### src/rtl/instr_fetch.sv
// instr_fetch: WISC fetch stage. Owns the PC, drives a variable-latency
// instruction-memory read handshake and loads the IF/ID register
// (instruction word, PC+2, valid) consumed by decode.
module instr_fetch #(
  parameter logic [15:0] RESET_PC  = 16'h0000,
  parameter logic [15:0] NOP_INSTR = 16'h0800,
  parameter logic [4:0]  HALT_OPC  = 5'b00000
) (
  input  logic        clk,
  input  logic        rst,
  output logic [15:0] imem_addr,
  output logic        imem_rd,
  input  logic [15:0] imem_rdata,
  input  logic        imem_done,
  input  logic        stall,
  input  logic        redirect,
  input  logic [15:0] redirect_pc,
  output logic [15:0] instr_out,
  output logic [15:0] pc_plus2,
  output logic        instr_valid,
  output logic        halted,
  output logic        err
);

  typedef enum logic [1:0] {S_REQ, S_HOLD, S_HALT} state_t;

  state_t      state_q;
  logic [15:0] pc_q;
  logic [15:0] pc_inc;
  logic [15:0] skid_instr_q;
  logic [15:0] skid_pc2_q;
  logic [15:0] instr_q;
  logic [15:0] pc2_q;
  logic        valid_q;
  logic        err_q;

  function automatic logic is_halt(input logic [15:0] word);
    return word[15:11] == HALT_OPC;
  endfunction

  // PC arithmetic wraps naturally at 16 bits.
  assign pc_inc      = pc_q + 16'd2;

  // Memory request is only issued while actively fetching and out of reset.
  assign imem_rd     = rst && (state_q == S_REQ);
  assign imem_addr   = pc_q;

  assign instr_out   = instr_q;
  assign pc_plus2    = pc2_q;
  assign instr_valid = valid_q;
  assign halted      = (state_q == S_HALT);
  assign err         = err_q;

  // Fetch FSM: PC, skid buffer, IF/ID register and sticky error.
  always_ff @(posedge clk) begin
    if (!rst) begin
      state_q      <= S_REQ;
      pc_q         <= RESET_PC;
      skid_instr_q <= NOP_INSTR;
      skid_pc2_q   <= 16'h0000;
      instr_q      <= NOP_INSTR;
      pc2_q        <= 16'h0000;
      valid_q      <= 1'b0;
      err_q        <= 1'b0;
    end else if (redirect) begin
      // Flush: any word returned this cycle and any skid contents are dropped.
      instr_q <= NOP_INSTR;
      valid_q <= 1'b0;
      if (redirect_pc[0]) begin
        err_q   <= 1'b1;
        state_q <= S_HALT;
      end else begin
        pc_q    <= redirect_pc;
        state_q <= S_REQ;
      end
    end else begin
      unique case (state_q)
        S_REQ: begin
          if (imem_done) begin
            if (stall) begin
              // Decode is busy: park the word so it is neither lost nor refetched.
              skid_instr_q <= imem_rdata;
              skid_pc2_q   <= pc_inc;
              state_q      <= S_HOLD;
            end else begin
              instr_q <= imem_rdata;
              pc2_q   <= pc_inc;
              valid_q <= 1'b1;
              pc_q    <= pc_inc;
              state_q <= is_halt(imem_rdata) ? S_HALT : S_REQ;
            end
          end else if (!stall) begin
            instr_q <= NOP_INSTR;
            valid_q <= 1'b0;
          end
        end
        S_HOLD: begin
          if (!stall) begin
            instr_q <= skid_instr_q;
            pc2_q   <= skid_pc2_q;
            valid_q <= 1'b1;
            pc_q    <= pc_inc;
            state_q <= is_halt(skid_instr_q) ? S_HALT : S_REQ;
          end
        end
        S_HALT: begin
          // The HALT word stays visible until decode accepts it, then bubbles.
          if (!stall) begin
            instr_q <= NOP_INSTR;
            valid_q <= 1'b0;
          end
        end
        default: state_q <= S_REQ;
      endcase
    end
  end

endmodule
### config.mk
export PLATFORM = sky130hd
export DESIGN_NAME = instr_fetch
export DESIGN_NICKNAME = d
export VERILOG_FILES = /design/src/rtl/instr_fetch.sv
export SDC_FILE = /design/constraint.sdc
export NUM_CORES = 1
export LEC_CHECK = 0
export BUFFER_PORTS_ARGS = -buffer_cell sky130_fd_sc_hd__buf_4
export CELL_PAD_IN_SITES_DETAIL_PLACEMENT = 0
export CELL_PAD_IN_SITES_GLOBAL_PLACEMENT = 1
export CORE_ASPECT_RATIO = 0.75
export CORE_UTILIZATION = 43
export CTS_CLUSTER_DIAMETER = 100
export DETAILED_ROUTE_END_ITERATION = 6
export MAX_ROUTING_LAYER = met4
export PLACE_DENSITY = 0.95
export SLEW_MARGIN = 15
export SYNTH_ARGS = -nofsm -noshare
export SYNTH_HDL_FRONTEND = slang
export SYNTH_SLANG_ARGS = --single-unit
### constraint.sdc
create_clock -name clk -period 3.25 [get_ports clk]
set_clock_uncertainty 0.1 [all_clocks]
set_input_delay 0.65 -clock clk [delete_from_list [all_inputs] [get_ports clk]]
set_output_delay 0.65 -clock clk [all_outputs]
set_load 0.02 [all_outputs]
==> results.yml, run 1 <==
synthesis:
  ys_types: 54
  synth_most_common_cell: "dfxtp_1"
  synth-compound-area-share_pct: 25.79
  synthAdderAreaFrac_pct: 1.636
  synth_area_leader_cell: "dfxtp_1"
  synth_xor_area_share_pct: 2.978
  synth_area_sq_um: 3824
  synth_edf_count: 0
  netlist.area_leader.share_pct: 42.41
  synth-simple-area-share_pct: 21.34
  synth-async-reset-ratio_pct: 0
  synthTopCellsByCount: "dfxtp_1 (81), nand2_1 (69), nand3_1 (30)"
  synth_area_per_cell_sq_um: 8.593
  syn_inst: 445
  synth_top_family_by_area: "compound AO/OA/AOI/OAI gates"
  synth_seq_cells: 81
  yosysSeqAreaShare_pct: 42.41
  netlist_top_cells_area: "dfxtp_1 (42%), nand2_1 (6.8%), a22oi_1 (4.5%)"
  synthFlopType: "dfxtp_1"
  yosys_warnings: 0
  synthMuxAreaShare_pct: 1.047
grt:
  grt_max_degree: 60
  gr-total-overflow: 0
  grt_usage_pct: 22.65
  grt_pass1_wl_um: 16570
  grt_pass1_vias: 3317
  antenna_found_initial: 0
setup_path:
  worstSetupPathType: "flop to flop"
  worstReg2RegStart: "state_q[0]$_SDFFE_PN0P_"
  path_cells: "inv_1 > ha_1 > mux2i_1 > nor3_2 > buf_4 > nor2_1 > o21ai_0 > a21boi_0"
  start_kind: "flop"
  end_kind: "flop"
  critPathSlowestCell: "nor2_1"
  cpPeakStageDelay_ps: 720
  required_ps: 3400
  cp_num_buf_inv: 2
  path_max_fanout: 12
  startpoint: "state_q[0]$_SDFFE_PN0P_"
  crit_family: "simple AND/OR/NAND/NOR gates"
  worstPathArrival_ps: 2790
finish:
  area_growth_pct: 25.92
  layout-drive-gt1-share_pct: 22.09
  diodes: 0
  fill_cells: 736
  nNetsFinal: 553
cts:
  post-cts-setup-buffers: 0
  root_buffer: "clkbuf_16"
  cts_tree: "done"
  cts_resized: 0
  cts_hold_buf: 0
  cts.sinks: 81
  clock_path_buffers: 2
  clk_pin_slew_ps: 60
  clk_latency_ps: 330
  cts_buffers: 9
  htreeDepth: 3
detailed_routing:
  firstDrtPassIters: 5
  drtIter0Drc: 322
  ant_nets: 0
  drcViolationCount: 0
  dr_total_vias: 3514
  wl_per_cell_um: 16.22
  drt_wl_total_um: 10120
  via_per_inst: 5.631
power:
  finalPower_mw: 2.459
  p_leak_nw: 1.949
  power_density_nw_per_um2: 510.7
  peakVddDrop_mv: 0.3013
timing:
  rsz0062_at_grt: "no"
  period_share_pct: 81.01
  finalSetupTns_ps: 0
  slew_headroom_pct: 33.46
  setup_viol: 0
  slew_viol_final: 0
  finalHoldViolCount: 0
  whs_ps: 361.6
  worst_slew_pin_slew_ps: 992.6
  max_freq_mhz: 379.8
  period_needed_ps: 2633
job:
  drv_cap: 0
floorplanning:
  die_h_um: 83.67
  dieArea_sq_um: 9277
  die-width_um: 110.9
  initial_core_util_pct: 44.84
  num_rows: 29
  num_io_pins: 89
  core_area_sq_um: 8527
place:
  dp_hpwl_um: 6874
  port_buffers: 86
  gp_congestion: 0.8118
run_status:
  outcome: "completed"
hold_path:
  min_path_type: "flop to flop"
  holdCritStartpoint: "skid_instr_q[8]$_SDFFE_PN0P_"
==> stage by stage <==
stage	setup WS [ps]	instances	area, sq um	utilization, %
floorplan	1147	446	3827	-
global placement	851.9	608	4492	52.68
detailed placement	755.9	608	4492	52.68
CTS	665.8	624	4815	56.46
global route	364.0	624	4815	56.46
finish	617.1	624	4815	56.46
==> tightest hold or removal path, cell delays in order, from the launching register on <==
cell and delay (ps):
dfxtp_1 300, nand2_1 50, a21boi_0 60
==> power breakdown <==
part / internal (mW) / switching [mW]
Clock: 0.696 / 0.393
Combinational: 0.128 / 0.173
Sequential: 1.03 / 0.0368
Total: 1.86 / 0.603
==> final cells by class <==
cell class	instances	area [sq um]	area share [%]
Multi-Input combinational cell	323	2026	42.07
Sequential cell	81	1622	33.68
Timing Repair Buffer	93	698.2	14.50
Clock buffer	12	246.5	5.120
Tap cell	108	135.1	2.807
Clock inverter	4	76.32	1.585
Inverter	3	11.26	0.2339
==> cell families after synthesis <==
family | count (synthesis)
xor gates and xnor gates | 13
buffers and inverters | 42
adders and majority gates | 5
other | 1
muxes | 4
AOI/OAI and AO/OA | 138
DFF | 81
and+or+nand+nor | 161
==> layout by cell type (no fill, tap or decap), drive strengths merged, types with 3 or more instances in the layout <==
master	instances
a21boi	22
a21oi	19
a22oi	23
and2	7
and3	3
buf	93
clkbuf	12
dfxtp	81
ha	5
inv	3
mux2i	4
nand2	69
nand2b	4
nand3	30
nand4	3
nor2	15
nor2b	9
nor3	8
nor4	3
o211a	8
o21ai	23
o221ai	7
o2bb2ai	16
o311ai	3
o31ai	5
xnor2	8
xor2	5
==> sequential cells by signal (all words and copies together) (netlist names) <==
| register | cells |
|---|---|
| pc_plus2 | 15 |
| err | 1 |
| imem_addr | 15 |
| skid_pc2_q | 15 |
| state_q | 2 |
| skid_instr_q | 16 |
| instr_valid | 1 |
| instr_out | 16 |
==> path summary, 6_finish.rpt <==
| kind | slack, ps | end | cells past startpoint |
|---|---|---|---|
| worst min register to register | 360 | skid_instr_q[8]$_SDFFE_PN0P_ | 2 |
| worst min-delay path | 360 | skid_instr_q[8]$_SDFFE_PN0P_ | 2 |
| worst max register to register | 620 | imem_addr[6]$_SDFFE_PN0P_ | 8 |
| worst max-delay path | 620 | imem_addr[6]$_SDFFE_PN0P_ | 8 |
==> per-layer routing <==
metal | routed length [um] | track usage, %
met1 | 4770 | 30.44
met2 | 4749 | 34.56
met3 | 544 | 4.357
met4 | 61 | 6.788
met5 | 0 | -
Note: power is estimated with default switching activity, not from simulation.
==> run 2: changes to the inputs <==
Settings changed: CORE_UTILIZATION 43 to 40, PLACE_DENSITY 0.95 to 0.92.
Clock period 3.25 ns to 2.75 ns, I/O delays scaled along.
==> run 2 against run 1 <==
Net effect: non-clock buffer count is 7 higher; sequential share of layout area fell by 0.28 points; hold slack got worse by 11 ps; register-to-register slack worse by 300 ps; critical path type unchanged; largest power group is now registers.
==> results.yml, run 2 (synthesized netlist as in run 1, its figures left out) <==
timing:
  max_freq_mhz: 411.6
  setup_viol: 0
  slew_viol_final: 0
  period_needed_ps: 2430
  rsz0062_at_grt: "no"
  slew_headroom_pct: 47.53
  period_share_pct: 88.35
  finalHoldViolCount: 0
  whs_ps: 350.5
  finalSetupTns_ps: 0
  worst_slew_pin_slew_ps: 780.4
finish:
  diodes: 0
  area_growth_pct: 26.96
  nNetsFinal: 560
  layout_common_cells: "buf_4 (100), dfxtp_1 (81), nand2_1 (69)"
  final_cells: 649
  layout-drive-gt1-share_pct: 23.03
  final_common_cell: "buf_4"
detailed_routing:
  via_per_inst: 5.522
  dr_total_vias: 3584
  firstDrtPassIters: 5
  ant_nets: 0
  drcViolationCount: 0
  drtIter0Drc: 227
  wl_per_cell_um: 16.39
  drt_wl_total_um: 10640
setup_path:
  path_max_fanout: 7
  start_kind: "flop"
  end_kind: "flop"
  worstPathArrival_ps: 2560
  crit_family: "compound AO/OA/AOI/OAI gates"
  required_ps: 2880
  cpPeakStageDelay_ps: 660
  critPathSlowestCell: "o31ai_1"
  worstSetupPathType: "flop to flop"
  cp_num_buf_inv: 2
  path_cells: "inv_1 > ha_1 > mux2i_1 > o31ai_1 > buf_4 > o21ai_0 > o2bb2ai_1 > and2_1"
floorplanning:
  initial_core_util_pct: 41.75
  num_io_pins: 89
  dieArea_sq_um: 9958
  die-width_um: 114.9
  core_area_sq_um: 9159
  num_rows: 30
  die_h_um: 86.67
place:
  dp_cells: 635
  gp_congestion: 0.8619
  dp_hpwl_um: 7200
  port_buffers: 86
cts:
  clk_latency_ps: 330
  cts.sinks: 81
  cts_hold_buf: 0
  cts_tree: "done"
  post-cts-setup-buffers: 0
  cts_buffers: 9
  htreeDepth: 3
  clk_pin_slew_ps: 60
  clock_path_buffers: 2
  cts_resized: 0
  root_buffer: "clkbuf_16"
grt:
  gr-total-overflow: 0
  antenna_found_initial: 0
  grt_usage_pct: 22.85
  grt_pass1_vias: 3351
  grt_max_degree: 38
  grt_pass1_wl_um: 17170
hold_path:
  min_path_type: "primary input to flop"
power:
  p_leak_nw: 1.966
  power_density_nw_per_um2: 577.1
  peakVddDrop_mv: 0.3146
job:
  drv_cap: 0
run_status:
  outcome: "completed"
## run 2: changes by cell type in the layout (fill, tap and decap cells not counted), sizes merged
cell | before | now
buf | 93 | 100
bufinv | 2 | 1
clkbuf | 12 | 11
## run 2: power by group
group	internal [mW]	switching (mW)	total, mW
clock network	0.716	0.456	1.17
logic	0.158	0.206	0.365
registers	1.22	0.0452	1.26
## run 2: metal layers
layer  GRT usage [%]  share of wire [%]  vias up  wire [um]
li1                -                  -     1748          -
met1           31.70                 48     1733       5147
met2           33.84                 46       95       4890
met3           4.476                4.8        8        507
met4           6.021               0.87        0         93
met5               -                  0        -          0
## run 2: area by class of cell
type / instances / area [sq um]
Inverter: 3 / 11.26
Clock buffer: 11 / 242.7
Timing Repair Buffer: 100 / 750.7
Clock inverter: 3 / 42.54
Fill cell: 892 / 4304
Sequential cell: 81 / 1622
Tap cell: 128 / 160.2
Multi-Input combinational cell: 323 / 2026
## run 2: path summary, 6_finish.rpt
path,start,to,slack [ps],depth (start not counted)
worst max-delay path,state_q[0]$_SDFFE_PN0P_,imem_addr[3]$_SDFFE_PN0P_,320,8
worst min register to register,skid_instr_q[6]$_SDFFE_PN0P_,skid_instr_q[6]$_SDFFE_PN0P_,370,2
worst min-delay path,imem_rdata[11],skid_instr_q[11]$_SDFFE_PN1P_,350,3
worst max register to register,state_q[0]$_SDFFE_PN0P_,imem_addr[3]$_SDFFE_PN0P_,320,8
## run 2: worst reg2reg max path, delay by kind of cell (launching register included)
family	cells	cell delay (ps)
buf+inv	2	340
simple gates	1	150
flops	1	380
fa+ha+maj	1	290
compound gates	3	870
mux	1	190
## run 2: metrics by stage
| step | utilization, % | setup WS (ps) | instance area (sq um) | power [mW] |
|---|---|---|---|---|
| 6_report | 53.01 | 320.5 | 4855 | 2.802 |
| 5_1_grt | 53.01 | 151.4 | 4855 | 2.922 |
| 4_1_cts | 53.01 | 337.4 | 4855 | 2.827 |
| 3_5_place_dp | 49.89 | 357.0 | 4569 | 1.652 |
| 3_3_place_gp | 49.89 | 420.5 | 4569 | 1.644 |
| 2_1_floorplan | - | 829.7 | 3827 | 1.500 |
